**src/rtl/display_pkg.sv**
```systemverilog
// Shared definitions for the character display command interface:
// command codes, data field layout and default grid geometry.
package display_pkg;

    typedef enum logic [3:0] {
        CMD_NOP       = 4'd0,
        CMD_SCROLL    = 4'd1,
        CMD_POS_CLEAR = 4'd2,
        CMD_NUMBER    = 4'd3
    } cmd_e;

    // Field positions inside the 48-bit command data word.
    localparam int X_MSB   = 47;
    localparam int X_LSB   = 40;
    localparam int Y_MSB   = 39;
    localparam int Y_LSB   = 32;
    localparam int NUM_MSB = 31;
    localparam int NUM_LSB = 0;

    // Pixel width of one number cell; the display multiplies col by this.
    localparam int CELL_WIDTH = 12;

    localparam int DEF_COLS    = 13;
    localparam int DEF_ROWS    = 45;
    localparam int DEF_HOLDOFF = 2;

    // Assemble {x, y, num} into a command data word.
    function automatic logic [47:0] pack_data(input logic [7:0] x,
                                              input logic [7:0] y,
                                              input logic [31:0] num);
        logic [47:0] d;
        d = '0;
        d[X_MSB:X_LSB]     = x;
        d[Y_MSB:Y_LSB]     = y;
        d[NUM_MSB:NUM_LSB] = num;
        return d;
    endfunction

endpackage

```
**src/rtl/cmd_issuer.sv**
```systemverilog
// Registered command/data output stage with post-issue holdoff.
// A requesting state fires on the first edge where the display is ready
// and the holdoff has expired; cmd is then a single-cycle pulse.
module cmd_issuer
    import display_pkg::*;
#(
    parameter int HOLDOFF = DEF_HOLDOFF
) (
    input  logic        clk,
    input  logic        rst_n,
    input  logic        issue_req,
    input  cmd_e        issue_cmd,
    input  logic [47:0] issue_data,
    input  logic        disp_ready,
    output logic [3:0]  cmd,
    output logic [47:0] data,
    output logic        fire
);

    localparam int HW = $clog2(HOLDOFF + 2);
    localparam logic [HW-1:0] HOLD_LOAD = HW'(HOLDOFF);

    logic [HW-1:0] holdoff;

    // The display's ready flag lags our own cmd, so it is ignored while holdoff runs.
    assign fire = issue_req && disp_ready && (holdoff == '0);

    // Load cmd/data on an issue; otherwise drop cmd to NOP, keep data, count holdoff down.
    always_ff @(posedge clk or negedge rst_n) begin
        if (!rst_n) begin
            cmd     <= CMD_NOP;
            data    <= '0;
            holdoff <= '0;
        end else if (fire) begin
            cmd     <= issue_cmd;
            data    <= issue_data;
            holdoff <= HOLD_LOAD;
        end else begin
            cmd <= CMD_NOP;
            if (holdoff != '0) begin
                holdoff <= holdoff - HW'(1);
            end
        end
    end

endmodule

```
**src/rtl/number_console.sv**
```systemverilog
// Number console: places signed 32-bit values into fixed-width cells on the
// display text grid, tracking the cursor and scrolling past the bottom row.
module number_console
    import display_pkg::*;
#(
    parameter int COLS    = DEF_COLS,
    parameter int ROWS    = DEF_ROWS,
    parameter int HOLDOFF = DEF_HOLDOFF
) (
    input  logic               clk,
    input  logic               rst_n,
    input  logic               in_valid,
    input  logic               in_newline,
    input  logic signed [31:0] in_data,
    output logic               in_ready,
    output logic [3:0]         cmd,
    output logic [47:0]        data,
    input  logic               disp_ready,
    output logic               busy
);

    typedef enum logic [2:0] {
        S_IDLE, S_CLEAR, S_NUMBER, S_ADVANCE, S_NEWLINE, S_SCROLL
    } state_e;

    localparam logic [7:0] LAST_COL = 8'(COLS - 1);
    localparam logic [7:0] LAST_ROW = 8'(ROWS - 1);

    state_e             state, state_d;
    logic [7:0]         col, row;
    logic signed [31:0] value;
    logic               accept;
    logic               issue_req, fire;
    cmd_e               issue_cmd;
    logic [47:0]        issue_data;

    assign accept = in_valid && in_ready;
    assign busy   = (state != S_IDLE);

    cmd_issuer #(.HOLDOFF(HOLDOFF)) u_issuer (
        .clk        (clk),
        .rst_n      (rst_n),
        .issue_req  (issue_req),
        .issue_cmd  (issue_cmd),
        .issue_data (issue_data),
        .disp_ready (disp_ready),
        .cmd        (cmd),
        .data       (data),
        .fire       (fire)
    );

    // Next-state and issue request selection.
    always_comb begin
        state_d    = state;
        issue_req  = 1'b0;
        issue_cmd  = CMD_NOP;
        issue_data = '0;
        case (state)
            S_IDLE: begin
                if (accept) state_d = in_newline ? S_NEWLINE : S_CLEAR;
            end
            S_CLEAR: begin
                issue_req  = 1'b1;
                issue_cmd  = CMD_POS_CLEAR;
                issue_data = pack_data(col, row, 32'd0);
                if (fire) state_d = S_NUMBER;
            end
            S_NUMBER: begin
                issue_req  = 1'b1;
                issue_cmd  = CMD_NUMBER;
                issue_data = pack_data(col, row, value);
                if (fire) state_d = S_ADVANCE;
            end
            S_ADVANCE: begin
                state_d = (col == LAST_COL) ? S_NEWLINE : S_IDLE;
            end
            S_NEWLINE: begin
                state_d = (row == LAST_ROW) ? S_SCROLL : S_IDLE;
            end
            S_SCROLL: begin
                issue_req  = 1'b1;
                issue_cmd  = CMD_SCROLL;
                issue_data = '0;
                if (fire) state_d = S_IDLE;
            end
            default: state_d = S_IDLE;
        endcase
    end

    // State, handshake, latched value and cursor registers.
    always_ff @(posedge clk or negedge rst_n) begin
        if (!rst_n) begin
            state    <= S_IDLE;
            in_ready <= 1'b0;
            value    <= '0;
            col      <= '0;
            row      <= '0;
        end else begin
            state    <= state_d;
            // Registered so it stays low while reset is held and rises on the first edge after.
            in_ready <= (state_d == S_IDLE);
            if (accept && !in_newline) begin
                value <= in_data;
            end
            if (state == S_ADVANCE && col != LAST_COL) begin
                col <= col + 8'd1;
            end
            if (state == S_NEWLINE) begin
                col <= '0;
                // On the bottom row the row stays put and the display scrolls instead.
                if (row != LAST_ROW) row <= row + 8'd1;
            end
        end
    end

endmodule

```
**config.mk**
```make
export PLATFORM = sky130hd
export DESIGN_NAME = number_console
export DESIGN_NICKNAME = d
export VERILOG_FILES = /design/src/rtl/display_pkg.sv /design/src/rtl/cmd_issuer.sv /design/src/rtl/number_console.sv
export SDC_FILE = /design/constraint.sdc
export NUM_CORES = 1
export LEC_CHECK = 0
export CORE_ASPECT_RATIO = 0.9
export CORE_UTILIZATION = 67
export CTS_CLUSTER_DIAMETER = 200
export DETAILED_ROUTE_END_ITERATION = 10
export DONT_BUFFER_PORTS = 1
export MAX_ROUTING_LAYER = met4
export PLACE_DENSITY = 0.85
export SLEW_MARGIN = 0
export SYNTH_ARGS = -nofsm -noshare
export SYNTH_HDL_FRONTEND = slang
export SYNTH_SLANG_ARGS = --single-unit
```
**constraint.sdc**
```tcl
create_clock -name clk -period 3.1 [get_ports clk]
set_input_delay 0.93 -clock clk [delete_from_list [all_inputs] [get_ports clk]]
set_output_delay 0.93 -clock clk [all_outputs]
set_load 0.01 [all_outputs]
```
=== Word-level counts from Yosys, hierarchy flattened ===
Index checks and enable logic that the tools add are counted.

* Bitwise operators: 0
* Multiplexer cells: 16
* Equal/unequal tests: 9
* $lt $le $gt $ge: 0
* Reductions and logical operators: 15
* Shifts and indexed selects: 0
* Add/subtract/negate cells: 3
* Multipliers: 0
* Div/mod/pow operators: 0

{| class="wikitable"
|+ Operator list
! kind !! number
|-
| $pmux W48 S2 || 1
|-
| $mux W3 || 7
|-
| $pmux W3 S6 || 1
|-
| $add A8 B1 Y8 const B || 2
|-
| $mux W8 || 2
|-
| $eq A8 B4 Y1 const B || 1
|-
| $eq A8 B6 Y1 const B || 1
|-
| $ne A8 B4 Y1 const B || 1
|-
| $ne A8 B6 Y1 const B || 1
|-
| $eq A3 B2 Y1 const B || 2
|-
| $eq A3 B3 Y1 const B || 2
|-
| $logic_not A3 Y1 || 2
|-
| $mux W2 || 3
|-
| $pmux W2 S3 || 1
|-
| $reduce_bool A2 Y1 || 3
|-
| $logic_and A1 B1 Y1 || 5
|-
| $eq A3 B1 Y1 const B || 1
|-
| $reduce_bool A3 Y1 || 1
|-
| $reduce_or A3 Y1 || 1
|-
| $logic_not A2 Y1 || 1
|-
| $reduce_and A2 Y1 || 1
|-
| $sub A2 B1 Y2 const B || 1
|-
| $logic_not A1 Y1 || 1
|-
| $mux W1 || 1
|}

* Input bits: 37
* Word-level logic and storage cells: 51
* Memory bits (read-only): 0
* Output and inout port bits: 54
* RAM bits: 0
* Memories: 0
* Flip-flop bits (word level): 104
* Bits in latches: 0

=== Logic depth before layout (Yosys ltp) ===
* Depth in word-level cells: 8
* Gate-level depth with buffers: 7
* Depth with buffers taken out: 6

=== By module ===
From an unflattened synthesis, not the netlist that was laid out.

* Cell total of the unflattened synthesis: 358
* Area, all modules: 4962.3 µm²

{| class="wikitable"
|+ By module, submodules not included
! module !! times used !! area each (µm²) !! seq. area each (µm²) !! cells an instance
|-
| number_console || 1 || 2713.9 || 1301.2 || 238
|-
| cmd_issuer || 1 || 2248.4 || 1351.3 || 120
|}

=== Worst setup path after synthesis ===
Ideal clock, no wire load.

* Kind: in2reg
* From: input in_newline
* To: register value[10]
* Data required time: 2975 ps
* Library setup time: 125 ps
* Cell stages on the path: 3
* Data arrival time: 1846 ps
* Slack: 1129 ps
* Path buffers: 1
* Cell sequence: nand3b_1 -> clkbuf_1 -> mux2_2

* Word-level cells in the longest chain between the ends: 2

{| class="wikitable"
|+ RTL lines
! item !! RTL line !! source
|-
| start, declared || number_console.sv:13 || <nowiki>input logic in_newline,</nowiki>
|-
| $logic_not A1 Y1 || number_console.sv:102 || <nowiki>if (accept && !in_newline) begin</nowiki>
|-
| $logic_and A1 B1 Y1 || number_console.sv:102 ||
|-
| end signal, assigned || number_console.sv:103 || <nowiki>value <= in_data;</nowiki>
|-
| end, declared || number_console.sv:31 || <nowiki>logic signed [31:0] value;</nowiki>
|}

No other way between the ends.
A chain may end at the register's enable or synchronous reset.

=== Worst setup path after layout ===
* From: register state[1]
* To: output busy

* Word-level cells in the longest chain between the ends: 1

{| class="wikitable"
|+ RTL lines
! item !! RTL line !! source
|-
| start, declared || number_console.sv:29 || <nowiki>state_e state, state_d;</nowiki>
|-
| start signal, assigned || number_console.sv:99 || <nowiki>state <= state_d;</nowiki>
|-
| $reduce_bool A3 Y1 || number_console.sv:38 || <nowiki>assign busy = (state != S_IDLE);</nowiki>
|-
| end, declared || number_console.sv:19 || <nowiki>output logic busy</nowiki>
|}

No other way between the ends.

==> impl_metrics.tcl <==
set metrics [dict create \
    dp_hpwl_um 5070 \
    drv_cap 0 \
    clk_pin_slew_ns 0.10 \
    yosys.area_share.simple 0.0721 \
    ys.flop_type "dfrtp_1" \
    die_x_um 85.1 \
    syn-instance-count 302 \
    p_per_area_nw_per_um2 933 \
    synthMuxAreaShare 0.0937 \
    antenna_found_initial 0 \
    start_kind "flop" \
    cp.arrival_ns 1.40 \
    port_buffers 0 \
    vdd_drop_max_uv 692 \
    cts_tree "done" \
    cp.required_ns 2.17 \
    final.setup.tns_ns 0 \
    place_congestion 0.826 \
    rsz0062_at_grt "false" \
    slew_headroom 0.494 \
    cts_made_buffers 9 \
    coreArea_um2 5820 \
    cts.sinks 104 \
    drt_iter0_markers 185 \
    clkLatencyLatePin_ns 0.36 \
    clock.fmax_ghz 0.430 \
    ioPinCount 91 \
    synth-compound-area-share 0.141 \
    power.leakage_nw 2.06 \
    fin_crit_ns 2.33 \
    hold_buffers 0 \
    cts_resized 0 \
    grt_max_degree 105 \
    firstDrtPassIters 4 \
    ys_ff_latch 104 \
    r2r-end "u_issuer.data[15]" \
    netlist.area_leader.share 0.625 \
    status "finished, final reports clean" \
    reg2reg_from "state[2]" \
    num_rows 26 \
    synth_top_family_by_area "compound AO/OA/AOI/OAI gates" \
    cp_slowest_cell "dfrtp_1" \
    grt_first_pass_wirelength_um 12800 \
    track_usage 0.267 \
    post-cts-setup-buffers 0 \
    r2r_slack_ns 1.14 \
    wl_um 7740 \
    synth.largest_area_cell "dfrtp_1" \
    preCtsSetupSlack_ns 0.982 \
    ys_seq_area_frac 0.625 \
    crit_family "flip-flops" \
    worst_pin_slew_ns 0.757 \
    antenna-diode-count 0 \
    cts-root-to-sink-buffers 2 \
    skew_ns 0.00788 \
    yosysMostFrequentCell "dfrtp_1" \
    ant_nets 0 \
    ys_top_cells_by_count "104 x dfrtp_1, 48 x a22o_1, 32 x mux2_2, 10 x inv_1" \
    crit_buf_inv 0 \
    reg2reg_depth 4 \
    root_buffer "clkbuf_8" \
    die_h_um 76.8 \
    finalCritPeriodShare 0.751 \
    hold_ws_ns 0.260 \
    critPathKind "reg2out" \
    synthArstFlopShare 1.00 \
    drive_gt1_frac 0.203 \
    hp-class "in2async" \
    end_kind "output port" \
    critPathMaxStageDelay_ns 0.52 \
    die_area_um2 6540 \
    cts-htree-levels 3 \
    slew_viol_final 0 \
    area_growth_pct 6.25 \
    hold_viol 0 \
    yosysWarnings 0 \
    via_per_inst 6.52 \
    post_dp_cell_area_um2 4210 \
    fin_util 0.760 \
    synthAdderAreaFrac 0.0150 \
    layout_setup_ws_ns 0.773 \
    vias 2444 \
    synth.distinct_cells 45 \
    grt_overflow_total 0 \
    initial_core_util 0.716 \
    wire_per_inst_um 20.6 \
    finalSetupViolCount 0 \
    synthesis.area_um2 4170 \
    synth_edf_count 0 \
    path_max_fanout 11 \
    nNetsFinal 342 \
    path_cells "or3_1" \
    synth_area_leaders "dfrtp_1 62%, a22o_1 10%, mux2_2 8.6%, ha_1 1.5%, xnor2_1 1.3%" \
    synth_xor_xnor_area_share 0.0210 \
    final_cell_area_um2 4430 \
    syn_avg_cell_area_um2 13.8 \
    grt_pass1_vias 2458 \
    drc_errors 0 \
]
==> per-layer routing <==
metal | track usage | vias up | wire length (µm)
li1 | - | 1093 | -
met1 | 0.357 | 1255 | 3350
met2 | 0.398 | 90 | 3720
met3 | 0.101 | 6 | 607
met4 | 0.0559 | 0 | 66
met5 | - | - | 0
==> logic make-up after synthesis <==
group           Yosys count
buf+inv                  28
other cells               1
compound gates           71
xor+xnor                 10
simple gates             48
mux                      35
flops                   104
fa+ha+maj                 5
==> cell type report <==
cell class | instances | area [µm²]
Clock buffer | 10 | 138
Clock inverter | 6 | 75.1
Fill cell | 367 | 1400
Inverter | 10 | 37.5
Multi-Input combinational cell | 171 | 1440
Sequential cell | 104 | 2600
Tap cell | 70 | 87.6
Timing Repair Buffer | 4 | 42.5
==> power breakdown <==
part	switching (W)	leakage [nW]	internal, W
Clock	0.000463	0.105	0.000407
Combinational	0.000387	0.599	0.000495
Sequential	0.000518	1.36	0.00186
==> through the flow <==
stage | total power (W) | instances
floorplan | 0.00302 | 303
global placement | 0.00319 | 359
detailed placement | 0.00327 | 359
CTS | 0.00415 | 375
global route | 0.00435 | 375
finish | 0.00413 | 375
==> layout by cell type (no fill, tap or decap), types with 2 or more instances in the layout <==
cell / count
dfrtp_1: 104
a22o_1: 48
mux2_2: 32
inv_1: 10
clkbuf_8: 10
nand2_1: 8
a21oi_1: 8
nand3_1: 6
nor2_1: 6
xnor2_1: 6
nand4_1: 5
ha_1: 5
or3_1: 4
o21ai_0: 4
xor2_1: 4
mux2i_1: 3
buf_4: 3
and3_1: 2
o211ai_1: 2
and4_1: 2
conb_1: 2
clkinv_4: 2
==> worst max-delay path by stage <==
stage                           from                 to  slack (ns)  cells past startpoint
after detailed placement  disp_ready   u_issuer.data[0]        0.98                      4
after floorplan           in_newline          value[10]        1.13                      3
after global routing        state[2]               busy        0.68                      1
final                       state[1]               busy        0.77                      1
after global placement    disp_ready  u_issuer.data[30]        1.02                      4
after CTS                   state[2]               busy        0.76                      1
==> sequential cells by signal, indices dropped and copies added (netlist names) <==
register          cells
u_issuer.data        48
value                32
u_issuer.cmd          2
row                   8
state                 3
in_ready              1
u_issuer.holdoff      2
col                   8
No activity file was read; power rests on OpenSTA's default activity.
==> edit 1 (config.mk and constraints unchanged) <==
Re-encode `state_e` (6 states) as Gray code, 3 bits wide.
--- a/src/rtl/number_console.sv
+++ b/src/rtl/number_console.sv
@@ -22,3 +22,3 @@
     typedef enum logic [2:0] {
-        S_IDLE, S_CLEAR, S_NUMBER, S_ADVANCE, S_NEWLINE, S_SCROLL
+        S_IDLE = 3'b000, S_CLEAR = 3'b001, S_NUMBER = 3'b011, S_ADVANCE = 3'b010, S_NEWLINE = 3'b110, S_SCROLL = 3'b111
     } state_e;
Behaviour: same outputs for any inputs over 10 cycles, from zero or initial values and one cycle with rst_n low; not proved beyond that.
==> edit 1 against the original RTL <==
  * Count of clock-buffer cells in the layout grew 1
  * Non-clock buffer count grew 1
  * Total power shrank 8.4%
  * Cell area grew 0.34%
  * Wire length shrank 3.9%
  * Sequential cell count is the same
  * Worst setup slack gained 0.043 ns
  * Area after synthesis grew 1.3%
==> edit 1: results (changes against the original RTL) <==
[metrics] result of the run: complete, no violations (unchanged)
[metrics] R2R cell count: 5 (was 4)
[metrics] worst reg2reg path endpoint: u_issuer.data[9] (was u_issuer.data[15])
[metrics] maximum VDD drop: 0.000485 V (was 0.000692 V)
[metrics] wire length per cell: 16.5 um (was 20.6 um)
[metrics] worst path arrival time: 1.35 ns (was 1.40 ns)
[metrics] sequential cell area fraction in the yosys report: 61.6% (was 62.5%)
[metrics] Commonest cells post-synth: dfrtp_1 (104), nand2_1 (78), o21ai_0 (37) (was dfrtp_1 (104), a22o_1 (48), mux2_2 (32))
[metrics] wire length on met1: 3250 um (was 3350 um)
[metrics] leakage power summed over all cells: 1.98 nW (was 2.06 nW)
[metrics] global-route wire length before repair: 12400 um (was 12800 um)
[metrics] Final HPWL DP: 4960 um (was 5070 um)
[metrics] slowest cell delay on critical path: 0.50 ns (was 0.52 ns)
[metrics] clk pwr: 0.721 mW (was 0.870 mW)
[metrics] slowest cell on the critical path: dfrtp_1 (unchanged)
[metrics] Post-layout nets: 402 (was 342)
[metrics] number of cells produced by synthesis: 366 (was 302)
[metrics] setup slack of the worst register-to-register path: 1.07 ns (was 1.14 ns)
[metrics] cell types with the largest area share after synthesis: dfrtp_1 (62%), mux2_2 (8.5%), nand2_1 (6.9%), o21ai_0 (4.4%), a22o_1 (3.3%) (was dfrtp_1 (62%), a22o_1 (10%), mux2_2 (8.6%), ha_1 (1.5%), xnor2_1 (1.3%))
[metrics] met1 Resource Use GR: 34.7% (was 35.7%)
[metrics] DRT iter0 DRCs: 214 (was 185)
[metrics] wire length on met3: 603 um (was 607 um)
[metrics] total wire length after detailed routing: 7440 um (was 7740 um)
[metrics] unique cell type count in the Yosys netlist: 39 (was 45)
[metrics] internal power of the cells: 2.51 mW (was 2.76 mW)
[metrics] Flop pwr share: 59.9% (was 57.6%)
[metrics] number of filler cells placed in the layout: 433 (was 367)
[metrics] routing usage on met3: 9.80% (was 10.1%)
[metrics] Max FO, Critical Path: 10 (was 11)
[edit 1: changes by cell type in the layout (fill, tap and decap cells not counted), moves of 2 or more]
cell | before | now
nand3_1 | 6 | 9
xnor2_1 | 6 | 9
or4_1 | 0 | 2
a22o_1 | 48 | 16
o21ai_0 | 4 | 37
xor2_1 | 4 | 0
buf_4 | 3 | 5
clkbuf_1 | 0 | 2
a21oi_1 | 8 | 1
clkinv_2 | 0 | 2
nor2_1 | 6 | 8
nand2_1 | 8 | 78
or3_1 | 4 | 1
[edit 1: layout make-up]
class	count	area (um2)	area share [%]
Clock buffer	11	131	2.96
Clock inverter	5	33.8	0.761
Inverter	9	33.8	0.761
Multi-Input combinational cell	231	1490	33.6
Sequential cell	104	2600	58.6
Tap cell	87	109	2.45
Timing Repair Buffer	5	37.5	0.845
[edit 1: stage by stage]
| step | cell area, um2 | hold slack (ns) | util (%) | total power [mW] | setup slack, ns |
|---|---|---|---|---|---|
| floorplan | 4230 | 0.451 | - | 2.87 | 1.15 |
| global placement | 4280 | 0.461 | 69.9 | 3.02 | 1.10 |
| detailed placement | 4280 | 0.468 | 69.9 | 3.09 | 1.02 |
| CTS | 4440 | 0.238 | 72.6 | 3.81 | 0.805 |
| global route | 4440 | 0.222 | 72.6 | 4.04 | 0.758 |
| finish | 4440 | 0.264 | 72.6 | 3.78 | 0.816 |
[edit 1: cells by family after synthesis]
family	Yosys count	share of synthesized area [%]
xor+xnor	9	1.87
simple gates	115	12.2
mux	35	9.25
buf+inv	32	3.53
fa+ha+maj	5	1.48
compound gates	65	9.93
flops	104	61.6
other cells	1	0.0888
==> edit 2 (same flow settings) <==
Made on the original files. Reset style: synchronous (`rst_n`), changed in 2 clocked blocks.
--- a/src/rtl/cmd_issuer.sv
+++ b/src/rtl/cmd_issuer.sv
@@ -28,3 +28,3 @@
     // Load cmd/data on an issue; otherwise drop cmd to NOP, keep data, count holdoff down.
-    always_ff @(posedge clk or negedge rst_n) begin
+    always_ff @(posedge clk) begin
         if (!rst_n) begin
--- a/src/rtl/number_console.sv
+++ b/src/rtl/number_console.sv
@@ -90,3 +90,3 @@
     // State, handshake, latched value and cursor registers.
-    always_ff @(posedge clk or negedge rst_n) begin
+    always_ff @(posedge clk) begin
         if (!rst_n) begin
Behaviour: differs if rst_n is asserted again (counterexample within 4 cycles, from zero or initial values and one cycle with rst_n low); with rst_n held inactive, the same outputs for 10 cycles.
==> edit 2 against the original RTL <==
  * Cell area decreased by 11%
  * Global-route usage decreased by 0.74 points
  * Wire length decreased by 6.8%
  * Sequential cell count unchanged
  * Synthesized cell count increased by 27%
  * Final cell count increased by 19%
  * Worst setup slack improved by 0.19 ns
  * Count of clock-buffer cells in the layout unchanged
  * First-iteration DRC count decreased by 11%
  * Clock skew decreased by 0.0029 ns
  * Area after synthesis decreased by 10%
  * Largest cell class unchanged
Power is not compared: it rests on default switching activity, and its combinational part moved more than twofold at a synthesized area within 25%.
==> edit 2: results (changes against the original RTL) <==
[metrics] Post-layout nets: 417 (was 342)
[metrics] Cell Area, Placed: 3750 um2 (was 4210 um2)
[metrics] sequential cell area fraction in the yosys report: 55.8% (was 62.5%)
[metrics] top-area cell type share of the netlist area: 55.8% (was 62.5%)
[metrics] max-slew headroom at the worst pin: 40.4% (was 49.4%)
[metrics] proportion of final cell area spent on non-clock buffers: 0.952% (was 0.961%)
[metrics] Hold Crit Class: reg2reg (was in2async)
[metrics] global-route wire length before repair: 11100 um (was 12800 um)
[metrics] Adder-Cell Fraction of Synth Area: 1.34% (was 1.50%)
[metrics] seq_cells: 104 (unchanged)
[metrics] maximum number of pins on one net before global-route repair: 49 (was 105)
[metrics] DRT iter0 DRCs: 165 (was 185)
[metrics] number of filler cells placed in the layout: 376 (was 367)
[metrics] Post-Place Worst Slack: 0.744 ns (was 0.982 ns)
[metrics] Post-Syn Area per Cell: 9.72 um2 (was 13.8 um2)
[metrics] Repair and plain buffers: 5 (was 4)
[metrics] multiplexer area fraction after synthesis: 0.805% (was 9.37%)
[metrics] wire length per cell: 16.1 um (was 20.6 um)
[metrics] result of the run: complete, no violations (unchanged)
[metrics] cell types with the largest area share after synthesis: dfxtp_1 (56%), a22o_1 (11%), nand2_1 (7.4%), a21oi_1 (5.2%), xnor2_1 (2.1%) (was dfrtp_1 (62%), a22o_1 (10%), mux2_2 (8.6%), ha_1 (1.5%), xnor2_1 (1.3%))
[metrics] mean number of vias per cell: 6.03 (was 6.52)
[metrics] Compound-Gate Fraction of Synth Area: 18.9% (was 14.1%)
[metrics] proportion of cell area occupied by multi-input gates: 38.2% (was 32.6%)
[metrics] number of non-filler instances in the completed layout: 448 (was 375)
[metrics] Area Overhead vs Synth: 5.67% (was 6.25%)
[metrics] share of the synthesized netlist area taken by xor and xnor gates: 2.82% (was 2.10%)
[metrics] unique cell type count in the Yosys netlist: 43 (was 45)
## edit 2: changes by cell type after synthesis, sizes merged, moves of 3 or more
cell / before / now
clkbuf: 6 / 15
xnor2: 6 / 9
or3: 4 / 1
nand2: 8 / 74
nor2: 6 / 20
a21oi: 9 / 39
o21ai: 5 / 2
mux2: 32 / 0
nor3b: 1 / 4
dfrtp: 104 / 0
dfxtp: 0 / 104
## edit 2: path summary, 6_finish.rpt
| kind | slack, ns | depth (start not counted) | endpoint |
|---|---|---|---|
| setup reg to reg | 1.10 | 4 | u_issuer.data[47] |
| setup / recovery | 0.96 | 2 | busy |
| hold / removal | 0.46 | 2 | value[25] |
| hold reg to reg | 0.46 | 2 | value[25] |
## edit 2: worst max-delay path, stage by stage (launching register included)
cell and delay (ns):
dfxtp_1 0.56, nor2_1 0.11, nand2_1 0.17
## edit 2: metal layers
layer,part of all wire (%),GRT usage [%]
met5,0,-
met4,1.9,10.7
met3,8.5,10.8
met2,46,40.0
met1,44,30.0
